`src/rtl/dsp_simd_alu.sv`:
```
// dsp_simd_alu: 48-bit DSP-slice ALU (no multiplier): X/Y/Z/W operand muxes, SIMD add/subtract
// lanes, bitwise logic unit and optional P register. Define DSP_SIMD_ALU_CARRYOUT_EN for carryout[3:0].
module dsp_simd_alu #(
    parameter int SIMD = 4,
    parameter int PREG = 0
) (
    input  logic        clock,
    input  logic        reset,
    input  logic        ce_p,
    input  logic [3:0]  alumode,
    input  logic [8:0]  opmode,
    input  logic        carryin,
    input  logic [29:0] a,
    input  logic [17:0] b,
    input  logic [47:0] c,
`ifdef DSP_SIMD_ALU_CARRYOUT_EN
    output logic [3:0]  carryout,
`endif
    output logic [47:0] p
);

    localparam int LW = 48 / ((SIMD > 0) ? SIMD : 1);
`ifdef DSP_SIMD_ALU_CARRYOUT_EN
    localparam int SW = LW + 1;
`else
    localparam int SW = LW;
`endif

    if (SIMD != 1 && SIMD != 2 && SIMD != 4) begin : g_bad_simd
        $error("dsp_simd_alu: SIMD must be 1, 2 or 4");
    end

    logic [47:0] ab, pfb, x, y, z, w;
    logic [47:0] arith_res, logic_res, result;

    assign ab = {a, b};

    // NOTE: every combinational output gets a default first so no latch is inferred.
    always_comb begin
        x = '0;
        y = '0;
        z = '0;
        w = '0;
        case (opmode[1:0])
            2'b10:   x = pfb;
            2'b11:   x = ab;
            default: x = '0;
        endcase
        case (opmode[3:2])
            2'b10:   y = '1;
            2'b11:   y = c;
            default: y = '0;
        endcase
        case (opmode[6:4])
            3'b010:  z = pfb;
            3'b011:  z = c;
            default: z = '0;
        endcase
        case (opmode[8:7])
            2'b01:   w = pfb;
            2'b11:   w = c;
            default: w = '0;
        endcase
    end

`ifdef DSP_SIMD_ALU_CARRYOUT_EN
    logic [SIMD-1:0] lane_co;
    logic [3:0]      co_lanes, co_res;
`endif

    // Each lane sums in isolation; subtract is ~(~Z + W + X + Y + cin).
    for (genvar i = 0; i < SIMD; i++) begin : g_lane
        logic          cin_l;
        logic [LW-1:0] z_l;
        logic [SW-1:0] sum;
        assign cin_l = (i == 0) ? carryin : 1'b0;
        assign z_l   = alumode[0] ? ~z[i*LW +: LW] : z[i*LW +: LW];
        assign sum   = SW'(z_l) + SW'(w[i*LW +: LW]) + SW'(x[i*LW +: LW])
                     + SW'(y[i*LW +: LW]) + SW'(cin_l);
        assign arith_res[i*LW +: LW] = alumode[1] ? ~sum[LW-1:0] : sum[LW-1:0];
`ifdef DSP_SIMD_ALU_CARRYOUT_EN
        assign lane_co[i] = sum[LW];
`endif
    end

    always_comb begin
        logic_res = '0;
        if (opmode[3:2] == 2'b00) begin
            case (alumode)
                4'b0100, 4'b0111: logic_res = x ^ z;
                4'b0101, 4'b0110: logic_res = ~(x ^ z);
                4'b1100:          logic_res = x & z;
                4'b1101:          logic_res = x & ~z;
                4'b1110:          logic_res = ~(x & z);
                4'b1111:          logic_res = ~x & z;
                default:          logic_res = '0;
            endcase
        end else if (opmode[3:2] == 2'b10) begin
            case (alumode)
                4'b0100, 4'b0111: logic_res = ~(x ^ z);
                4'b0101, 4'b0110: logic_res = x ^ z;
                4'b1100:          logic_res = x | z;
                4'b1101:          logic_res = x | ~z;
                4'b1110:          logic_res = ~(x | z);
                4'b1111:          logic_res = ~x | z;
                default:          logic_res = '0;
            endcase
        end
    end

    always_comb begin
        result = '0;
        if (alumode[3:2] == 2'b00) begin
            result = arith_res;
        end else if (alumode[2]) begin
            result = logic_res;
        end
    end

`ifdef DSP_SIMD_ALU_CARRYOUT_EN
    if (SIMD == 4) begin : g_co4
        assign co_lanes = lane_co;
    end else if (SIMD == 2) begin : g_co2
        assign co_lanes = {lane_co[1], 1'b0, lane_co[0], 1'b0};
    end else begin : g_co1
        assign co_lanes = {lane_co[0], 3'b000};
    end
    assign co_res = (alumode[3:2] == 2'b00) ? co_lanes : 4'b0000;
`endif

    if (PREG == 1) begin : g_preg
        logic [47:0] p_q, p_d;
        assign p_d = result;
        // NOTE: register state is updated with non-blocking assignments only.
        always_ff @(posedge clock) begin
            if (reset) begin
                p_q <= '0;
            end else if (ce_p) begin
                p_q <= p_d;
            end
        end
        assign p   = p_q;
        assign pfb = p_q;
`ifdef DSP_SIMD_ALU_CARRYOUT_EN
        logic [3:0] co_q, co_d;
        assign co_d = co_res;
        always_ff @(posedge clock) begin
            if (reset) begin
                co_q <= '0;
            end else if (ce_p) begin
                co_q <= co_d;
            end
        end
        assign carryout = co_q;
`endif
    end else begin : g_nopreg
        // Without the register, feedback is tied off so there is no combinational loop.
        logic unused_regctl;
        assign unused_regctl = ^{clock, reset, ce_p};
        assign p   = result;
        assign pfb = '0;
`ifdef DSP_SIMD_ALU_CARRYOUT_EN
        assign carryout = co_res;
`endif
    end

endmodule

```
`config.mk`:
```
export PLATFORM = sky130hd
export DESIGN_NAME = dsp_simd_alu
export DESIGN_NICKNAME = d
export VERILOG_FILES = /design/src/rtl/dsp_simd_alu.sv
export SDC_FILE = /design/constraint.sdc
export NUM_CORES = 1
export LEC_CHECK = 0
export ABC_AREA = 1
export BUFFER_PORTS_ARGS = -buffer_cell sky130_fd_sc_hd__buf_2
export CAP_MARGIN = 10
export CELL_PAD_IN_SITES_DETAIL_PLACEMENT = 1
export CELL_PAD_IN_SITES_GLOBAL_PLACEMENT = 2
export CORE_MARGIN = 2
export CORE_UTILIZATION = 36
export DETAILED_ROUTE_END_ITERATION = 16
export GPL_ROUTABILITY_DRIVEN = 0
export PLACE_DENSITY_LB_ADDON = 0.25
export REMOVE_ABC_BUFFERS = 1
export SLEW_MARGIN = 20
export SYNTH_ARGS = -nofsm -noshare
export SYNTH_HDL_FRONTEND = slang
export SYNTH_SLANG_ARGS = --single-unit
```
`constraint.sdc`:
```
create_clock -name vclk -period 14.6
set_input_delay 2.92 -clock vclk [all_inputs]
set_output_delay 2.92 -clock vclk [all_outputs]
set_load 0.01 [all_outputs]
```
# == Word-level counts from Yosys, hierarchy flattened ==
# Cells that the tools add are included.
# word_totals
ff_bits,0
in_bits,113
output_inout_bits,48
# op_classes
add_sub_neg,13
eq_ne,13
mux,18
n_bitwise,20
n_reduce_logical,4
# op_table
cell,count
48-bit one-hot mux with 6 select lines,2
48-bit 2-to-1 mux,7
48-bit NOT,5
12-bit adder,12
48-bit AND,3
48-bit bitwise OR,3
12-bit 2-to-1 mux,8
12-bit NOT,8
48-bit one-hot mux with 2 select lines,1
48-bit bitwise XOR,1
4-bit by 3-bit == test with 1-bit output (second input constant),4
4-bit == test (second input constant),4
12-bit by 1-bit adder with 12-bit output,1
2-bit == test (second input constant),4
2-bit zero test,2
2-bit OR reduction,2
3-bit by 2-bit == test with 1-bit output (second input constant),1

# == Depth between registers and ports, before layout ==
# Gate-level depths: netlist of run 1.
# depth
word_depth,11
depth_mapped,22
mapped_depth_nobuf,21

# == Least setup slack after synthesis of run 1 ==
# OpenSTA, ideal clock, no wires.
# synth_path
path_type,input port to output port
from,in opmode[0]
to,out p[43]
arrival_time_ns,6.072
required_ns,11.680
slack_ns,5.608
path_stages,19
n_path_buf,1
cell_sequence,nand2_1 clkinv_1 clkbuf_1 nand2_1 inv_1 fa_1 inv_1 fa_1 inv_1 ha_1 inv_1 fa_1 inv_1 nand3_1 nand2_1 a21oi_1 or2_2 nand3_1 nand3_1
# synth_via
elab_chain_cells,9
word_cells_on_any_way,23
# synth_lines
item,line_no,source
"start, declared",11,"input logic [8:0] opmode,"
2-bit == test *,44,case (opmode[1:0])
48-bit 2-to-1 mux *,44,
branches (longest 6 deep; another with 12-bit adder),-,
48-bit 2-to-1 mux *,113,if (alumode[3:2] == 2'b00) begin
"end, declared",19,output logic [47:0] p
# Every way passes the cells marked *.

# == Worst setup path after layout of run 1 ==
# layout_path
from,in opmode[3]
to,out p[45]
# layout_via
elab_chain_cells,6
word_cells_on_any_way,11
# layout_lines
item,line_no,source
2-bit == test (on tied branches),"49, 98",
48-bit one-hot mux with 2 select lines,49,case (opmode[3:2])
12-bit adder,79,+ SW'(y[i*LW +: LW]) + SW'(cin_l);
12-bit NOT,80,assign arith_res[i*LW +: LW] = alumode[1] ? ~sum[LW-1:0] : sum[LW-1:0];
12-bit 2-to-1 mux,80,
48-bit 2-to-1 mux *,113,
# Mark *: on every way between the ends. The rest lies on a longest branch, timed or not.

==> results of run 1 <==
-- Yosys cell counts, types with 4 or more instances --
cell type  count  area share (%)
a21boi_0       4            0.22
a21o_1         6            0.34
a21oi_1      130             4.9
a31oi_1        4            0.19
buf_1          4            0.11
buf_2         39             1.5
buf_4         11            0.62
buf_6          8            0.67
clkbuf_1      42             1.2
fa_1          89              13
ha_1         235              22
inv_1        324             9.1
inv_2          7            0.20
nand2_1      515              14
nand2_4        4            0.34
nand3_1      200             7.5
nand3b_1       8            0.45
nand4_1       18            0.84
nor2_1       152             4.3
nor3_1         4            0.15
o21ai_0      105             3.9
o21ai_1       46             1.7
o221ai_1      56             3.7
o22ai_1       38             1.8
or2_2         10            0.47
xor2_1        80             5.2
-- stage by stage --
stage	power [mW]	util, %	setup slack [ps]
final	0.6848	39.35	3852
after global routing	0.7780	39.35	3471
after CTS	0.6870	39.35	3867
after detailed placement	0.6830	39.35	3873
after global placement	0.6622	39.35	3935
after floorplan	0.4688	-	5114
-- layer usage --
metal,global-route usage [%],routed length (µm),up-vias
met5,0,9,-
met4,3.843,747,2
met3,1.215,2142,54
met2,48.16,25740,338
met1,38.55,25630,7318
li1,-,-,7122
-- cells in the final DEF (no fill, tap or decap), types with 19 or more instances in the layout --
| cell type | Yosys | layout |
|---|---|---|
| nor2_1 | 152 | 149 |
| o221ai_1 | 56 | 56 |
| inv_1 | 324 | 323 |
| buf_4 | 11 | 19 |
| ha_1 | 235 | 235 |
| o22ai_1 | 38 | 38 |
| a21oi_1 | 130 | 130 |
| buf_2 | 39 | 158 |
| o21ai_1 | 46 | 46 |
| nand2_1 | 515 | 514 |
| fa_1 | 89 | 89 |
| nand3_1 | 200 | 199 |
| o21ai_0 | 105 | 105 |
| xor2_1 | 80 | 80 |
-- layout make-up --
cell class         instances  share of cell area, %
inverters                334                  8.736
multi-input cells       1720                  80.72
well taps                468                  4.064
repair buffers           177                  6.478
-- logic make-up (layout without fill, tap and decap cells) --
family	count (synthesis)	after routing	synth area share (%)
xor+xnor	82	82	5.356
compound gates	397	397	17.12
buf+inv	439	511	13.53
simple gates	917	917	28.78
fa+ha+maj	324	324	35.22
-- worst max path at each step --
stage / startpoint / cells past startpoint / slack, ps / end
2_1_floorplan: opmode[0] / 18 / 5110 / p[43]
3_3_place_gp: opmode[3] / 23 / 3940 / p[45]
3_5_place_dp: opmode[3] / 23 / 3870 / p[45]
4_1_cts: opmode[3] / 22 / 3870 / p[45]
5_1_grt: opmode[3] / 23 / 3470 / p[45]
6_report: opmode[3] / 23 / 3850 / p[45]
-- power groups by stage --
| stage | sequential [mW] | combinational [mW] | clock [mW] |
|---|---|---|---|
| 3_5_place_dp | 0 | 0.683 | 0 |
| 6_report | 0 | 0.685 | 0 |
| 5_1_grt | 0 | 0.778 | 0 |
| 4_1_cts | 0 | 0.687 | 0 |
| 3_3_place_gp | 0 | 0.662 | 0 |
| 2_1_floorplan | 0 | 0.469 | 0 |
==> results.yml, run 1 <==
pwr:
  power_frac_comb_pct: 100.0
  seqPwrFrac_pct: 0
  clkPwrFrac_pct: 0
  power_per_cell_area_nw_per_um2: 47.53
  p_sw_mw: 0.4400
  leakagePower_nw: 7.945
  switching_share_pct: 64.25
  power.internal_mw: 0.2448
  peakVddDrop_v: 0.00001723
timing:
  period_needed_ps: 10750
  finalSetupTns_ps: 0
  slew_viol_final: 0
  relSlewSlack_pct: 32.17
  rsz0062_at_grt: "false"
  period_share_pct: 73.62
  hold_viol: 0
  fmaxAchievable_mhz: 93.04
  setup_viol: 0
  holdWs_ps: 6576
  worstMarginPinSlew_ps: 1016
logic_synthesis:
  ys_types: 38
  syn_avg_cell_area_um2: 6.211
  yosysWarnings: 0
  synth_area_um2: 13410
  yosysSeqAreaShare_pct: 0
  syn_inst: 2159
floorplan:
  start_util_pct: 36.63
  die_h_um: 197.0
  rows: 70
  core_area_um2: 36610
  die_x_um: 197.0
  die_area_um2: 38810
  ios: 161
layout:
  design_area_um2: 14410
  seqCellArea_um2: 0
  fill_cells: 4994
  multi_input_area_um2: 11630
  nets: 2670
  design.seq.count: 0
  clkbuf_count: 0
  fin_cells: 2699
  num_antenna_cells: 0
  area_growth_pct: 7.446
  drive_gt1_share_pct: 9.413
worst_setup_path:
  crit_top_cell: "nand2_1"
  arrival_ps: 7830
  critical_path.top_delay_family: "buffers and inverters"
  start_kind: "primary input"
  worstSetupPathType: "in2out"
  cp_num_buf_inv: 9
  cp_max_fo: 24
  slowest_delay_ps: 850
  critPathCaptureType: "output pin"
  worst-endpoint-required_ps: 11680
  crit_chain: "buf_2 -> buf_4 -> clkinv_1 -> buf_4 -> a21oi_1 -> fa_1 -> inv_1 -> fa_1 -> inv_1 -> ha_1 -> inv_1 -> fa_1 -> inv_1 -> nand3_1 -> nand2_1 -> nand3_1 -> nand2_1 -> nand2_1 -> nand2_1 -> nand2_1 -> nand3_1 -> nand3_1 -> buf_2"
  cpMaxStageDelayCell: "clkinv_1"
worst_hold_path:
  min_from: "b[8]"
  hp-class: "in2out"
  hold_path_end: "p[8]"
  hold_depth: 8
placement:
  placed_cells: 2699
  dpl_cell_area_um2: 14410
  port_buffers: 158
  dp_hpwl_um: 37600
global_route:
  grt_max_degree: 55
  first_global_vias: 15470
  antenna_found_initial: 1
  track_usage_pct: 27.61
  grt_pass1_wl_um: 84570
  gr-total-overflow: 0
route:
  vias: 14830
  drtAntennaViolNets: 0
  drcViolationCount: 0
  vias_per_cell: 5.496
  wl_per_cell_um: 20.11
  dr.pass1.iters: 5
  drt-initial-drc-count: 766
  drt_wl_total_um: 54270
job:
  maxCapViolations: 0
clocking:
  postCtsHoldBufs: 0
  post_cts_resized: 0
  cts_setup_buffers: 0
run_status:
  status: "complete, no violations"
Power figures use the tool's default switching activity.
==> run 2: changes to the inputs <==
Settings changed: CORE_UTILIZATION 36 to 30.
Clock period 14.6 ns to 9 ns, I/O delays scaled along.
==> results.yml, run 2 (synthesis results as in run 1) <==
route:
  vias: 14710
  drt-initial-drc-count: 645
  vias_per_cell: 5.190
  dr.pass1.iters: 7
  wl_per_cell_um: 20.03
  drtAntennaViolNets: 0
  drcViolationCount: 0
  drt_wl_total_um: 56780
layout:
  num_antenna_cells: 0
  seqCellArea_um2: 0
  nets: 2682
  mostFrequentLayoutCells: "nand2_1 (514), inv_1 (323), ha_1 (235), nand3_1 (199), buf_2 (158)"
  design.seq.count: 0
  final_common_cell: "nand2_1"
  clkbuf_count: 0
  drive_gt1_share_pct: 9.897
  fin_util_pct: 33.25
  fill_cells: 5899
  area_growth_pct: 9.424
pwr:
  peakVddDrop_v: 0.00002448
  leakagePower_nw: 8.001
  total_power_mw: 1.119
  power_per_cell_area_nw_per_um2: 76.29
timing:
  finalSetupTns_ps: 0
  hold_viol: 0
  period_share_pct: 84.09
  rsz0062_at_grt: "false"
  holdWs_ps: 4245
  fmaxAchievable_mhz: 132.1
  slew_viol_final: 0
  worstMarginPinSlew_ps: 1080
  period_needed_ps: 7568
  relSlewSlack_pct: 27.91
  setup_viol: 0
placement:
  port_buffers: 158
  dp_hpwl_um: 41160
worst_hold_path:
  hp-class: "in2out"
worst_setup_path:
  critPathCaptureType: "output pin"
  worstSetupPathType: "in2out"
  slowest_delay_ps: 470
  cp_max_fo: 20
  worst-endpoint-required_ps: 7200
  cp_num_buf_inv: 8
  arrival_ps: 5770
  crit_top_cell: "inv_1"
  crit_chain: "buf_2 -> nand2_1 -> inv_2 -> nand2_1 -> inv_1 -> fa_1 -> inv_1 -> fa_1 -> inv_1 -> ha_1 -> inv_1 -> fa_1 -> inv_1 -> nand3_1 -> nand2_1 -> a21oi_1 -> or2_2 -> nand3_1 -> nand3_1 -> buf_2"
  start_kind: "primary input"
  critical_path.top_delay_family: "adder cells"
  cpMaxStageDelayCell: "inv_2"
run_status:
  status: "complete, no violations"
global_route:
  first_global_vias: 15560
  grt_max_degree: 67
  antenna_found_initial: 1
  track_usage_pct: 24.18
  gr-total-overflow: 0
  grt_pass1_wl_um: 88690
clocking:
  postCtsHoldBufs: 0
  cts_setup_buffers: 0
  post_cts_resized: 0
floorplan:
  die_x_um: 215.4
  ios: 161
  start_util_pct: 30.39
  rows: 77
  core_area_um2: 44120
  die_h_um: 215.4
  die_area_um2: 46400
job:
  maxCapViolations: 0
-- run 2: per-stage QoR --
stage | cell area, µm² | setup slack [ps] | std cells
floorplan | 12850 | 1754 | 2054
global placement | 14670 | 1430 | 2835
detailed placement | 14670 | 1396 | 2835
CTS | 14670 | 1386 | 2835
global route | 14670 | 1094 | 2835
finish | 14670 | 1432 | 2835
-- run 2: power by group --
part | internal [mW] | total, mW | switching [mW]
sequential | 0 | 0 | 0
clock | 0 | 0 | 0
combinational | 0.400 | 1.12 | 0.720
-- run 2: layout make-up --
cell class	instances	area (µm²)	share of cell area (%)
inverters	334	1259	8.579
multi-input cells	1720	11620	79.23
well taps	592	740.7	5.048
repair buffers	189	1049	7.146
-- run 2: layer usage --
metal | track usage, % | up-vias | wire length, µm
met1 | 32.46 | 7218 | 26850
met3 | 1.283 | 76 | 1659
met2 | 42.89 | 276 | 27070
met5 | 0 | - | 0
li1 | - | 7143 | -
met4 | 4.874 | 0 | 1204
-- run 2: worst min-delay path: cells and delay by family --
kind / cells / cell delay (ps)
and+or+nand+nor: 3 / 340
buffers and inverters: 2 / 290
-- run 2: final timing paths --
| check | startpoint | to | slack, ps | cells past startpoint |
|---|---|---|---|---|
| max | opmode[0] | p[43] | 1430 | 20 |
| min | alumode[2] | p[13] | 4250 | 5 |
